$ cat src/rtl/npu_layer_seq.sv
// -----------------------------------------------------------------------------
// npu_layer_seq
//
// Walks a small table of layer descriptors and emits one step descriptor per
// (ofmap, tile row, tile col, ifmap) combination for each layer, in that
// outer-to-inner order. Conv layers use their counts directly. FC layers
// fold the counts onto the W x W array:
//   - output groups = ceil(nb_ofmaps / (W*W))
//   - input words   = ceil(nb_ifmaps / W)
//   - a single 1x1 tile
//
// Ports
//   clk, rst          single clock, synchronous active-high reset
//   cfg_*             descriptor write port (ignored while busy)
//   nb_layers         number of table entries to run, sampled with start
//   start             launches a sequence from IDLE
//   busy, done        status: busy in SETUP/RUN, done pulses for one cycle
//   step_*            step descriptor stream towards the array controller
//
// Step handshake: step_valid and every step_* field are registered and
// change only on a cycle where step_valid & step_ready were both high at the
// rising edge (or when a new layer is set up). While step_valid=1 and
// step_ready=0 all step outputs hold their values. The consumer may assert
// step_ready at any time; a step is transferred exactly on edges where both
// are high.
// -----------------------------------------------------------------------------
module npu_layer_seq #(
  parameter int W      = 8,
  parameter int CLOG2T = 2,
  parameter int CNT_W  = 10,
  parameter int CLOG2L = 3
) (
  input  logic              clk,
  input  logic              rst,
  input  logic              cfg_we,
  input  logic [CLOG2L-1:0] cfg_addr,
  input  logic              cfg_mode,
  input  logic [CLOG2T:0]   cfg_nb_tile,
  input  logic [CNT_W-1:0]  cfg_nb_ifmaps,
  input  logic [CNT_W-1:0]  cfg_nb_ofmaps,
  input  logic [CLOG2L:0]   nb_layers,
  input  logic              start,
  output logic              busy,
  output logic              done,
  output logic              step_valid,
  input  logic              step_ready,
  output logic [CLOG2L-1:0] step_layer,
  output logic              step_mode,
  output logic [CNT_W-1:0]  step_ofm,
  output logic [CLOG2T-1:0] step_trow,
  output logic [CLOG2T-1:0] step_tcol,
  output logic [CNT_W-1:0]  step_ifm,
  output logic              step_first,
  output logic              step_last
);

  localparam int DEPTH = 2**CLOG2L;
  localparam int MAXT  = 2**CLOG2T;

  localparam logic [CLOG2T:0]  MAXT_V  = (CLOG2T+1)'(MAXT);
  localparam logic [CLOG2T:0]  ONE_T   = (CLOG2T+1)'(1);
  localparam logic [CLOG2L:0]  MAXL_V  = (CLOG2L+1)'(DEPTH);
  localparam logic [CLOG2L:0]  ONE_L   = (CLOG2L+1)'(1);
  localparam logic [CNT_W-1:0] ONE_C   = CNT_W'(1);
  // FC divisors; W*W is assumed to fit in CNT_W bits.
  localparam logic [CNT_W-1:0] W_V     = CNT_W'(W);
  localparam logic [CNT_W-1:0] WW_V    = CNT_W'(W*W);

  typedef enum logic [1:0] {
    S_IDLE  = 2'd0,
    S_SETUP = 2'd1,
    S_RUN   = 2'd2,
    S_DONE  = 2'd3
  } state_t;

  state_t state;

  // ---------------------------------------------------------------------------
  // Descriptor table. Not reset: software must rewrite it after reset.
  // ---------------------------------------------------------------------------
  logic             tbl_mode [DEPTH];
  logic [CLOG2T:0]  tbl_tile [DEPTH];
  logic [CNT_W-1:0] tbl_ifm  [DEPTH];
  logic [CNT_W-1:0] tbl_ofm  [DEPTH];

  always_ff @(posedge clk) begin
    if (cfg_we && !busy) begin
      tbl_mode[cfg_addr] <= cfg_mode;
      tbl_tile[cfg_addr] <= cfg_nb_tile;
      tbl_ifm[cfg_addr]  <= cfg_nb_ifmaps;
      tbl_ofm[cfg_addr]  <= cfg_nb_ofmaps;
    end
  end

  // ---------------------------------------------------------------------------
  // Sequencer registers
  // ---------------------------------------------------------------------------
  logic [CLOG2L-1:0] layer;     // table entry currently being walked
  logic [CLOG2L:0]   nl_lat;    // saturated layer count for this sequence
  logic [CNT_W-1:0]  ofm_last;  // loop bounds held as "last index" values
  logic [CLOG2T-1:0] t_last;
  logic [CNT_W-1:0]  ifm_last;

  assign step_layer = layer;

  // ---------------------------------------------------------------------------
  // Loop bounds of the entry addressed by 'layer', as last-index values.
  // Zero counts behave as one; the FC ceilings are written as (n-1)/d so
  // the arithmetic never needs a wider intermediate.
  // ---------------------------------------------------------------------------
  logic             cur_mode;
  logic [CNT_W-1:0] ifm_fix;
  logic [CNT_W-1:0] ofm_fix;
  logic [CNT_W-1:0] ifm_last_c;
  logic [CNT_W-1:0] ofm_last_c;
  logic [CLOG2T-1:0] t_last_c;

  always_comb begin
    cur_mode   = tbl_mode[layer];
    ifm_fix    = (tbl_ifm[layer] == '0) ? ONE_C : tbl_ifm[layer];
    ofm_fix    = (tbl_ofm[layer] == '0) ? ONE_C : tbl_ofm[layer];
    ifm_last_c = '0;
    ofm_last_c = '0;
    t_last_c   = '0;
    if (cur_mode) begin
      ifm_last_c = (ifm_fix - ONE_C) / W_V;
      ofm_last_c = (ofm_fix - ONE_C) / WW_V;
      t_last_c   = '0;
    end else begin
      ifm_last_c = ifm_fix - ONE_C;
      ofm_last_c = ofm_fix - ONE_C;
      if (tbl_tile[layer] == '0) begin
        t_last_c = '0;
      end else if (tbl_tile[layer] > MAXT_V) begin
        t_last_c = '1;
      end else begin
        t_last_c = CLOG2T'(tbl_tile[layer] - ONE_T);
      end
    end
  end

  // Saturated layer count presented with start.
  logic [CLOG2L:0] nl_sat;
  assign nl_sat = (nb_layers > MAXL_V) ? MAXL_V : nb_layers;

  // Wrap conditions of each loop level at the current step.
  logic end_ifm;
  logic end_tcol;
  logic end_trow;
  logic end_ofm;
  logic more_layers;
  logic [CNT_W-1:0] ifm_inc;

  assign end_ifm     = (step_ifm == ifm_last);
  assign end_tcol    = (step_tcol == t_last);
  assign end_trow    = (step_trow == t_last);
  assign end_ofm     = (step_ofm == ofm_last);
  assign more_layers = (({1'b0, layer} + ONE_L) < nl_lat);
  assign ifm_inc     = step_ifm + ONE_C;

  // ---------------------------------------------------------------------------
  // Control FSM with registered outputs
  // ---------------------------------------------------------------------------
  always_ff @(posedge clk) begin
    if (rst) begin
      state      <= S_IDLE;
      busy       <= 1'b0;
      done       <= 1'b0;
      step_valid <= 1'b0;
      layer      <= '0;
      nl_lat     <= '0;
      ofm_last   <= '0;
      t_last     <= '0;
      ifm_last   <= '0;
      step_mode  <= 1'b0;
      step_ofm   <= '0;
      step_trow  <= '0;
      step_tcol  <= '0;
      step_ifm   <= '0;
      step_first <= 1'b0;
      step_last  <= 1'b0;
    end else begin
      case (state)
        S_IDLE: begin
          done <= 1'b0;
          if (start) begin
            layer  <= '0;
            nl_lat <= nl_sat;
            if (nl_sat == '0) begin
              // Nothing to run: report completion straight away.
              state <= S_DONE;
              done  <= 1'b1;
            end else begin
              state <= S_SETUP;
              busy  <= 1'b1;
            end
          end
        end

        S_SETUP: begin
          // 'layer' already points at the entry to run, so the comb bounds
          // are those of this layer.
          ofm_last   <= ofm_last_c;
          t_last     <= t_last_c;
          ifm_last   <= ifm_last_c;
          step_mode  <= cur_mode;
          step_ofm   <= '0;
          step_trow  <= '0;
          step_tcol  <= '0;
          step_ifm   <= '0;
          step_first <= 1'b1;
          step_last  <= (ifm_last_c == '0);
          step_valid <= 1'b1;
          state      <= S_RUN;
        end

        S_RUN: begin
          if (step_valid && step_ready) begin
            if (!end_ifm) begin
              step_ifm   <= ifm_inc;
              step_first <= 1'b0;
              step_last  <= (ifm_inc == ifm_last);
            end else begin
              step_ifm   <= '0;
              step_first <= 1'b1;
              step_last  <= (ifm_last == '0);
              if (!end_tcol) begin
                step_tcol <= step_tcol + 1'b1;
              end else begin
                step_tcol <= '0;
                if (!end_trow) begin
                  step_trow <= step_trow + 1'b1;
                end else begin
                  step_trow <= '0;
                  if (!end_ofm) begin
                    step_ofm <= step_ofm + ONE_C;
                  end else begin
                    // Final step of this layer has been accepted.
                    step_ofm   <= '0;
                    step_valid <= 1'b0;
                    if (more_layers) begin
                      layer <= layer + 1'b1;
                      state <= S_SETUP;
                    end else begin
                      state <= S_DONE;
                      busy  <= 1'b0;
                      done  <= 1'b1;
                    end
                  end
                end
              end
            end
          end
        end

        S_DONE: begin
          done  <= 1'b0;
          state <= S_IDLE;
        end

        default: begin
          state      <= S_IDLE;
          busy       <= 1'b0;
          done       <= 1'b0;
          step_valid <= 1'b0;
        end
      endcase
    end
  end

endmodule

$ cat config.mk
export PLATFORM = sky130hd
export DESIGN_NAME = npu_layer_seq
export DESIGN_NICKNAME = d
export VERILOG_FILES = /design/src/rtl/npu_layer_seq.sv
export SDC_FILE = /design/constraint.sdc
export NUM_CORES = 1
export LEC_CHECK = 0
export ABC_AREA = 1
export CORE_ASPECT_RATIO = 0.75
export CORE_MARGIN = 8
export CORE_UTILIZATION = 40
export DETAILED_ROUTE_END_ITERATION = 6
export GPL_ROUTABILITY_DRIVEN = 0
export HOLD_SLACK_MARGIN = 0.15
export PLACE_DENSITY = 0.64
export SLEW_MARGIN = 20
export SYNTH_ARGS = -nofsm -noshare
export SYNTH_HDL_FRONTEND = slang
export SYNTH_SLANG_ARGS = --single-unit
export TNS_END_PERCENT = 50
$ cat constraint.sdc
create_clock -name clk -period 5.12 [get_ports clk]
set_clock_uncertainty 0.2 [all_clocks]
set_input_delay 1.024 -clock clk [delete_from_list [all_inputs] [get_ports clk]]
set_output_delay 1.024 -clock clk [all_outputs]
set_load 0.005 [all_outputs]
==> results of run 1 <==
worst max-delay path by stage:
stage,slack (ns),to,depth (start not counted),start
3_3_place_gp,1.30,step_last,23,register
3_5_place_dp,1.18,step_last,23,register
2_1_floorplan,2.23,tbl_ifm[0][0],4,cfg_we
5_1_grt,0.62,step_last,23,register
4_1_cts,1.16,step_last,23,register
6_report,1.09,step_last,23,register
kinds of logic after synthesis:
| group | share of synthesized area (%) |
|---|---|
| AOI/OAI and AO/OA | 9.24 |
| xor gates and xnor gates | 2.40 |
| adders and majority gates | 0.969 |
| buffers and inverters | 6.88 |
| DFF | 60.7 |
| muxes | 0.0862 |
| and+or+nand+nor | 19.8 |
cell type report:
cell class                 instances  area (um2)
fill                            2673       15400
sequential                       256        7050
inverter                         129         487
clock buffer                      34         723
timing repair buffer              83         793
multi-input combinational        768        3790
clock inverter                    14         123
tap                              392         490
routing by layer:
| layer | up-vias | GRT usage, % | part of all wire, % |
|---|---|---|---|
| li1 | 4199 | - | - |
| met1 | 4083 | 22.0 | 46 |
| met2 | 247 | 26.0 | 46 |
| met3 | 34 | 2.65 | 6.2 |
| met4 | 0 | 3.35 | 1.5 |
| met5 | - | 0 | 0 |
sequential cells by signal, indices dropped and copies added (netlist names), 2 cells and up, named ones only:
name        count
tbl_ifm        80
tbl_ofm        80
tbl_tile       24
ifm_last       10
ofm_last       10
step_ifm       10
step_ofm       10
tbl_mode        8
nl_lat          4
step_layer      3
state           2
step_tcol       2
step_trow       2
t_last          2
through the flow:
stage	utilization [%]	area, um2	setup WS (ns)
2_1_floorplan	-	11600	2.23
3_3_place_gp	43.7	12600	1.30
3_5_place_dp	43.7	12600	1.18
4_1_cts	46.6	13500	1.16
5_1_grt	46.6	13500	0.621
6_report	46.6	13500	1.09
worst max-delay path, cell delays in order (launching register included):
cell and delay (ns):
dfxtp_2 0.86, inv_4 0.54, o21ai_0 0.32, nand2_1 0.10
nand2_1 0.06, nand2_1 0.14, nor2_1 0.18, nand3_2 0.16
nand2_1 0.15, inv_1 0.05, ha_1 0.20, nand2_1 0.14
nor2_4 0.06, nand2_1 0.07, nand2_1 0.06, nand3_1 0.10
nand2_1 0.06, inv_1 0.05, nand3_1 0.07, nor2_1 0.08
nand3_1 0.07, nand3_1 0.07, nand2_1 0.05, inv_1 0.04
placed cells by master, fill, tap and decap left out, types with 11 or more instances in the layout:
cell type / instances
edfxtp_1: 192
o22ai_1: 25
o21ai_1: 20
nor2_1: 126
buf_4: 15
o21ai_0: 74
nand4_1: 15
inv_1: 121
clkdlybuf4s50_1: 68
clkbuf_16: 28
xor2_1: 21
a21oi_1: 40
nand3_1: 79
nand2_1: 263
nor3_1: 11
dfxtp_1: 63
nor2_2: 14
power by group through the flow:
| stage | clock, mW | combinational (mW) | sequential (mW) |
|---|---|---|---|
| global route | 2.00 | 1.30 | 2.50 |
| detailed placement | 0 | 1.14 | 2.53 |
| global placement | 0 | 1.12 | 2.53 |
| CTS | 1.93 | 1.14 | 2.48 |
| finish | 1.89 | 1.14 | 2.48 |
| floorplan | 0 | 0.818 | 2.49 |
==> flow_metrics.py, run 1 <==
metrics = {
    "power": {
        "p_per_area_mw_per_mm2": 409,
        "p_leak_nw": 5.06,
        "p_sw_mw": 1.63,
        "peakVddDrop_mv": 0.227,
        "power_mw": 5.51,
        "combinationalPowerShare_pct": 20.7,
        "p_seq_share_pct": 45.1,
        "p_sw_share_pct": 29.6,
        "p_clk_share_pct": 34.3,
        "p_int_mw": 3.88,
    },
    "logic_synthesis": {
        "synth_commonest_cells": "263 x nand2_1, 192 x edfxtp_1, 134 x nor2_1",
        "synth_area_leaders": "edfxtp_1 50%, dfxtp_1 11%, nand2_1 8.5%",
        "seq_area_frac_synth_pct": 60.7,
        "synth_edf_count": 192,
        "yosys_warnings": 0,
        "synthCells": 1201,
        "synth_most_common_cell": "nand2_1",
        "synth_top_cell_area_share_pct": 49.6,
        "synth_ff_type": "edfxtp_1",
        "syn-num-nets": 1246,
        "ys_ff_latch": 256,
        "yosysTopAreaCell": "edfxtp_1",
        "async_flop_share_pct": 0,
        "synth_area_mm2": 0.0116,
        "yosysUniqueCellTypes": 50,
        "synth_area_per_cell_um2": 9.67,
    },
    "timing": {
        "period_share_pct": 78.6,
        "drv_slew": 0,
        "hold_viol_final": 0,
        "final-setup-viol-count": 0,
        "rsz0062_at_grt": "no",
        "max_slew_margin_pct": 34.4,
        "fin_crit_ns": 4.03,
        "fin_setup_tns_ns": 0,
        "timing.fmax_ghz": 0.248,
        "tightest_slew_ns": 0.983,
        "hold_slack_ns": 0.269,
    },
    "hold_path": {
        "min_from": "nl_lat[0]",
        "whs_path_depth": 2,
        "min_path_type": "reg -> reg",
        "hold_path_end": "nl_lat[0]",
    },
    "floorplanning": {
        "fp-row-count": 54,
        "core_area_mm2": 0.0289,
        "die_y_um": 164,
        "initial_core_util_pct": 40.3,
        "die_x_um": 213,
        "io_pins": 69,
        "dieArea_mm2": 0.0348,
    },
    "placement": {
        "portBuffers": 68,
        "place_inst": 1628,
        "hpwl_um": 17100,
    },
    "worst_setup_path": {
        "start_kind": "register",
        "crit_fanout": 97,
        "r2r_slack_ns": 1.09,
        "rr_worst_depth": 23,
        "reg2reg_to": "step_last",
        "critical_path_class": "reg -> reg",
        "endpoint_kind": "register",
        "arrival_ns": 4.30,
        "worst_ep_required_time_ns": 5.40,
    },
    "cells_and_area": {
        "drive_above_1_share_pct": 7.71,
        "diodes": 0,
        "layout.nets": 1309,
        "syn_to_final_growth_pct": 15.8,
        "fin_cells": 1676,
    },
    "routing": {
        "drtPass1Iterations": 7,
        "wl_per_cell_um": 16.5,
        "first_iter_violations": 637,
        "drc": 0,
        "drt-vias-per-instance": 5.11,
        "antenna_left": 0,
        "wirelength_um": 27700,
        "via_count": 8563,
    },
    "cts": {
        "clockRootBuffer": "clkbuf_16",
        "cts-buffers-inserted": 26,
        "postCtsSetupRepairBufs": 0,
        "clock_sinks": 256,
        "ctsHoldBuffers": 0,
        "htreeDepth": 1,
        "tritoncts": "yes",
        "cts_resized": 0,
        "clockBufferDepth": 3,
        "cts.clk_slew.worst_paths_ns": 0.07,
        "clk_latency_ns": 0.53,
    },
    "global_route": {
        "grt_use_total_pct": 15.9,
        "grt_max_degree": 98,
        "antenna_found_initial": 0,
        "grt-ovfl-total": 0,
        "grt_pass1_vias": 8208,
        "grt_pass1_wl_um": 44500,
    },
    "outcome": {
        "outcome": "finished, final reports clean",
    },
    "run": {
        "cap_violations": 0,
    },
}
(Power assumes the default switching activity.)
==> inputs of run 2 (changes only) <==
- PLACE_DENSITY: 0.64 -> 0.66
- clock period: 5.12 -> 3.5 ns (I/O delays scaled with it)
==> run 2 against run 1 <==
  * Critical path depth down 7
  * Largest power group unchanged
  * Critical path type unchanged
  * First-iteration DRC count down 4.6%
  * Register-to-register slack worse by 0.75 ns
  * Clock power up 44%
  * Die area unchanged
  * Maximum frequency up 28%
  * Utilization up 0.39 points
  * Sequential power up 46%
  * Design area up 0.84%
==> flow_metrics.py, run 2 (same netlist as run 1, synthesis figures left out) <==
metrics = {
    "outcome": {
        "outcome": "finished, final reports clean",
    },
    "timing": {
        "drv_slew": 0,
        "fin_ws_ns": 0.346,
        "fin_setup_tns_ns": 0,
        "final-setup-viol-count": 0,
        "period_share_pct": 90.1,
        "hold_viol_final": 0,
        "timing.fmax_ghz": 0.317,
        "fin_crit_ns": 3.15,
        "max_slew_margin_pct": 54.3,
        "rsz0062_at_grt": "no",
        "tightest_slew_ns": 0.685,
    },
    "cts": {
        "tritoncts": "yes",
        "postCtsSetupRepairBufs": 0,
        "cts-buffers-inserted": 26,
        "htreeDepth": 1,
        "clockRootBuffer": "clkbuf_16",
        "cts.clk_slew.worst_paths_ns": 0.06,
        "clk_latency_ns": 0.53,
        "clock_sinks": 256,
        "clockBufferDepth": 3,
    },
    "routing": {
        "via_count": 8518,
        "drtPass1Iterations": 5,
        "first_iter_violations": 608,
        "drt-vias-per-instance": 5.06,
        "antenna_left": 0,
        "drc": 0,
        "wirelength_um": 27700,
        "wl_per_cell_um": 16.5,
    },
    "power": {
        "p_int_mw": 5.68,
        "power_mw": 8.06,
        "p_leak_nw": 5.12,
        "p_sw_mw": 2.38,
        "combinationalPowerShare_pct": 21.4,
        "peakVddDrop_mv": 0.373,
        "p_sw_share_pct": 29.6,
        "p_seq_share_pct": 44.9,
        "p_clk_share_pct": 33.7,
        "p_per_area_mw_per_mm2": 594,
    },
    "global_route": {
        "grt_pass1_wl_um": 43700,
        "grt_max_degree": 96,
        "grt-ovfl-total": 0,
        "grt_use_total_pct": 15.7,
        "grt_pass1_vias": 8271,
        "antenna_found_initial": 0,
    },
    "worst_setup_path": {
        "arrival_ns": 3.37,
        "crit_fanout": 57,
        "start_kind": "register",
        "endpoint_kind": "register",
        "critical_path_class": "reg -> reg",
        "worst_ep_required_time_ns": 3.72,
    },
    "cells_and_area": {
        "drive_above_1_share_pct": 8.29,
        "final_cell_mix": "263 x nand2_1, 192 x edfxtp_1, 126 x nor2_1",
        "fillCellCount": 2645,
        "layout.nets": 1316,
        "finish.utilization_pct": 47.0,
        "multiInputGateArea_mm2": 0.00379,
        "final_common_cell": "nand2_1",
        "fin_cells": 1683,
        "top_regs": "tbl_ifm (80), tbl_ofm (80), tbl_tile (24)",
        "diodes": 0,
        "syn_to_final_growth_pct": 16.8,
        "seq_area_mm2": 0.00705,
    },
    "floorplanning": {
        "fp-row-count": 54,
        "die_y_um": 164,
        "io_pins": 69,
        "initial_core_util_pct": 40.3,
        "core_area_mm2": 0.0289,
        "dieArea_mm2": 0.0348,
        "die_x_um": 213,
    },
    "placement": {
        "hpwl_um": 17000,
        "place_ws_ns": 0.266,
        "portBuffers": 68,
        "place_inst": 1634,
    },
    "run": {
        "cap_violations": 0,
    },
    "hold_path": {
        "min_path_type": "reg -> reg",
    },
}
[run 2: cell count changes in the layout (fill, tap and decap cells not counted)]
cell      change
buf_4         +2
buf_12        +3
clkinv_2      -1
clkinv_1      -2
clkbuf_2      +4
inv_4         -1
inv_8         +1
clkbuf_1      +1
buf_16        +1
dfxtp_2       -1
dfxtp_4       +1
inv_6         -1
[run 2: final timing paths]
| path | startpoint | to | slack, ns | cells past startpoint |
|---|---|---|---|---|
| min | busy | busy | 0.27 | 2 |
| min reg2reg | busy | busy | 0.27 | 2 |
| max | register | ofm_last[0] | 0.35 | 16 |
| max reg2reg | register | ofm_last[0] | 0.35 | 16 |
[run 2: critical path, stage by stage (launching register included)]
cell	delay (ns)
dfxtp_4	0.40
inv_8	0.28
buf_12	0.26
nor2_1	0.06
o221ai_1	0.20
o21ai_1	0.19
nand4_1	0.16
nand2b_1	0.11
nand2_1	0.07
inv_1	0.06
ha_1	0.17
nor3b_2	0.29
nand2_1	0.13
xor2_1	0.17
nor3_1	0.06
o21ai_0	0.17
inv_1	0.06
[run 2: repair_timing]
item	4_1_cts	5_1_grt
resized for setup	0	4
hold buffers	0	0
endpoints found under the setup margin	0	5
hold endpoints to repair	0	0
[run 2: stage by stage]
step / cell area (um2) / hold slack [ns]
2_1_floorplan: 11600 / 0.245
3_3_place_gp: 12700 / 0.258
3_5_place_dp: 12700 / 0.259
4_1_cts: 13500 / 0.268
5_1_grt: 13600 / 0.301
6_report: 13600 / 0.268
[run 2: power by group through the flow]
stage | Combinational, mW | Clock [mW] | Sequential (mW)
after floorplan | 1.20 | 0 | 3.65
after global placement | 1.68 | 0 | 3.68
after detailed placement | 1.70 | 0 | 3.68
after CTS | 1.72 | 2.78 | 3.61
after global routing | 1.94 | 2.90 | 3.64
final | 1.72 | 2.72 | 3.62
[run 2: cell type report]
type                       instances  area share [%]
multi-input combinational        768            27.9
tap                              392            3.61
clock inverter                    10           0.747
sequential                       256            52.0
clock buffer                      38            5.32
inverter                         129            3.62
timing repair buffer              90            6.79
[run 2: layer usage]
metal | vias up | wire [um] | GRT usage, %
li1 | 4208 | - | -
met5 | - | 0 | 0
met1 | 4062 | 12600 | 21.0
met4 | 0 | 328 | 3.13
met3 | 31 | 1680 | 2.68
met2 | 217 | 13200 | 26.6
==> inputs of run 3 (changes only) <==
- CORE_MARGIN: 8 -> 3
- RECOVER_POWER: unset -> 50
==> run 3 against run 2 <==
  * The run now ends with capacitance limit, slew limit left
  * Via count grew 0.15%
  * Register-to-register slack lost 0.02 ns
  * Worst setup slack lost 0.024 ns
  * Clock power grew 7%
  * Maximum frequency shrank 0.75%
  * Utilization grew 1.1 points
  * Flip-flop and latch count is the same
  * Die area shrank 11%
  * Critical path depth grew 9
  * Non-clock buffer count grew 2
  * Global-route usage grew 1.8 points
  * Sequential power is essentially flat
  * Critical endpoint is now step_last
==> flow_metrics.py, run 3 (same netlist as run 1, synthesis figures left out) <==
metrics = {
    "run": {
        "cap_violations": 1,
    },
    "timing": {
        "rsz0062_at_grt": "no",
        "hold_viol_final": 0,
        "period_share_pct": 90.8,
        "fin_crit_ns": 3.18,
        "max_slew_margin_pct": -20.5,
        "timing.fmax_ghz": 0.315,
        "final-setup-viol-count": 0,
        "drv_slew": 25,
        "hold_slack_ns": 0.268,
        "fin_setup_tns_ns": 0,
        "tightest_slew_ns": 1.81,
    },
    "routing": {
        "wirelength_um": 27700,
        "wl_per_cell_um": 16.5,
        "drt-vias-per-instance": 5.08,
        "first_iter_violations": 813,
        "antenna_left": 0,
        "drc": 0,
        "drtPass1Iterations": 5,
        "via_count": 8531,
    },
    "cts": {
        "cts.clk_slew.worst_paths_ns": 0.06,
        "cts_resized": 0,
        "clk_latency_ns": 0.55,
        "clockRootBuffer": "clkbuf_16",
        "postCtsSetupRepairBufs": 0,
        "tritoncts": "yes",
        "cts-buffers-inserted": 26,
        "ctsHoldBuffers": 0,
        "clockBufferDepth": 3,
        "clock_sinks": 256,
        "htreeDepth": 1,
    },
    "placement": {
        "hpwl_um": 16800,
        "portBuffers": 68,
    },
    "outcome": {
        "violations": "capacitance limit, slew limit",
        "outcome": "complete, but fails checks",
    },
    "cells_and_area": {
        "final_cell_mix": "263 x nand2_1, 192 x edfxtp_1, 126 x nor2_1",
        "final_common_cell": "nand2_1",
        "fillCellCount": 2626,
        "top_regs": "tbl_ifm (80), tbl_ofm (80), tbl_tile (24)",
        "finish.utilization_pct": 48.1,
        "multiInputGateArea_mm2": 0.00379,
        "layout.nets": 1318,
        "diodes": 0,
        "seq_area_mm2": 0.00705,
        "syn_to_final_growth_pct": 17.2,
        "drive_above_1_share_pct": 8.43,
    },
    "global_route": {
        "grt-ovfl-total": 0,
        "grt_pass1_vias": 8219,
        "grt_use_met3_pct": 3.03,
        "grt_max_degree": 67,
        "grt_use_total_pct": 17.5,
        "grt_pass1_wl_um": 44100,
        "grtUsageMet1_pct": 25.3,
        "use_met2_pct": 28.3,
        "antenna_found_initial": 0,
        "grt_busiest_layer": "met2",
    },
    "floorplanning": {
        "core_area_mm2": 0.0283,
        "dieArea_mm2": 0.0311,
        "die_y_um": 154,
        "io_pins": 69,
        "die_x_um": 203,
        "fp-row-count": 53,
        "initial_core_util_pct": 41.0,
    },
    "power": {
        "p_per_area_mw_per_mm2": 608,
        "p_leak_nw": 5.14,
        "peakVddDrop_mv": 0.421,
        "power_mw": 8.28,
    },
    "worst_setup_path": {
        "crit_fanout": 66,
        "endpoint_kind": "register",
        "arrival_ns": 3.47,
        "worst_ep_required_time_ns": 3.79,
        "critical_path_class": "reg -> reg",
        "start_kind": "register",
    },
    "hold_path": {
        "min_path_type": "reg -> reg",
    },
}
-- run 3: metrics by stage --
step | cell area [um2] | worst slack, ns | instances
4_1_cts | 13600 | 0.374 | 1677
2_1_floorplan | 11600 | 0.855 | 1201
3_5_place_dp | 12700 | 0.414 | 1629
5_1_grt | 13600 | 0.000986 | 1678
3_3_place_gp | 12700 | 0.459 | 1629
6_report | 13600 | 0.322 | 1678
-- run 3: per-layer routing --
layer	part of all wire, %	up-vias
met4	1.4	0
met1	47	4049
met5	0	-
li1	-	4211
met3	5.5	42
met2	46	229
-- run 3: path summary, 6_finish.rpt --
| path | cells after the start | slack (ns) | to | startpoint |
|---|---|---|---|---|
| max reg2reg | 25 | 0.32 | step_last | register |
| max | 25 | 0.32 | step_last | register |
| min reg2reg | 1 | 0.27 | step_ofm[3] | step_ofm[3] |
| min | 1 | 0.27 | step_ofm[3] | step_ofm[3] |
-- run 3: final cells by class --
type | instances | share of cell area (%)
clock buffers | 30 | 4.89
clock inverters | 18 | 1.72
inverters | 129 | 3.57
multi-input cells | 768 | 27.8
flip-flops and latches | 256 | 51.8
well taps | 385 | 3.54
repair buffers | 92 | 6.69
-- run 3: power breakdown --
part	switching (mW)	total, mW	internal, mW
combinational	1.12	1.74	0.613
clock	1.18	2.92	1.74
sequential	0.133	3.62	3.48
-- run 3: worst max-delay path, stage by stage (launching register included) --
cell,delay [ns]
dfxtp_2,0.39
inv_4,0.10
buf_12,0.27
nand2_1,0.08
nand2_1,0.06
nand2_1,0.06
nand3_1,0.08
nand2_1,0.14
nand2_1,0.11
nor2_1,0.06
nand3_2,0.11
nand2_1,0.10
inv_1,0.08
ha_1,0.19
nand2_1,0.14
nor2_4,0.16
inv_2,0.07
o21bai_2,0.13
nand3_1,0.09
nand2_1,0.11
nand2_1,0.07
nor2_1,0.08
nand3_1,0.08
nand3_1,0.07
nand2_1,0.05
inv_1,0.04
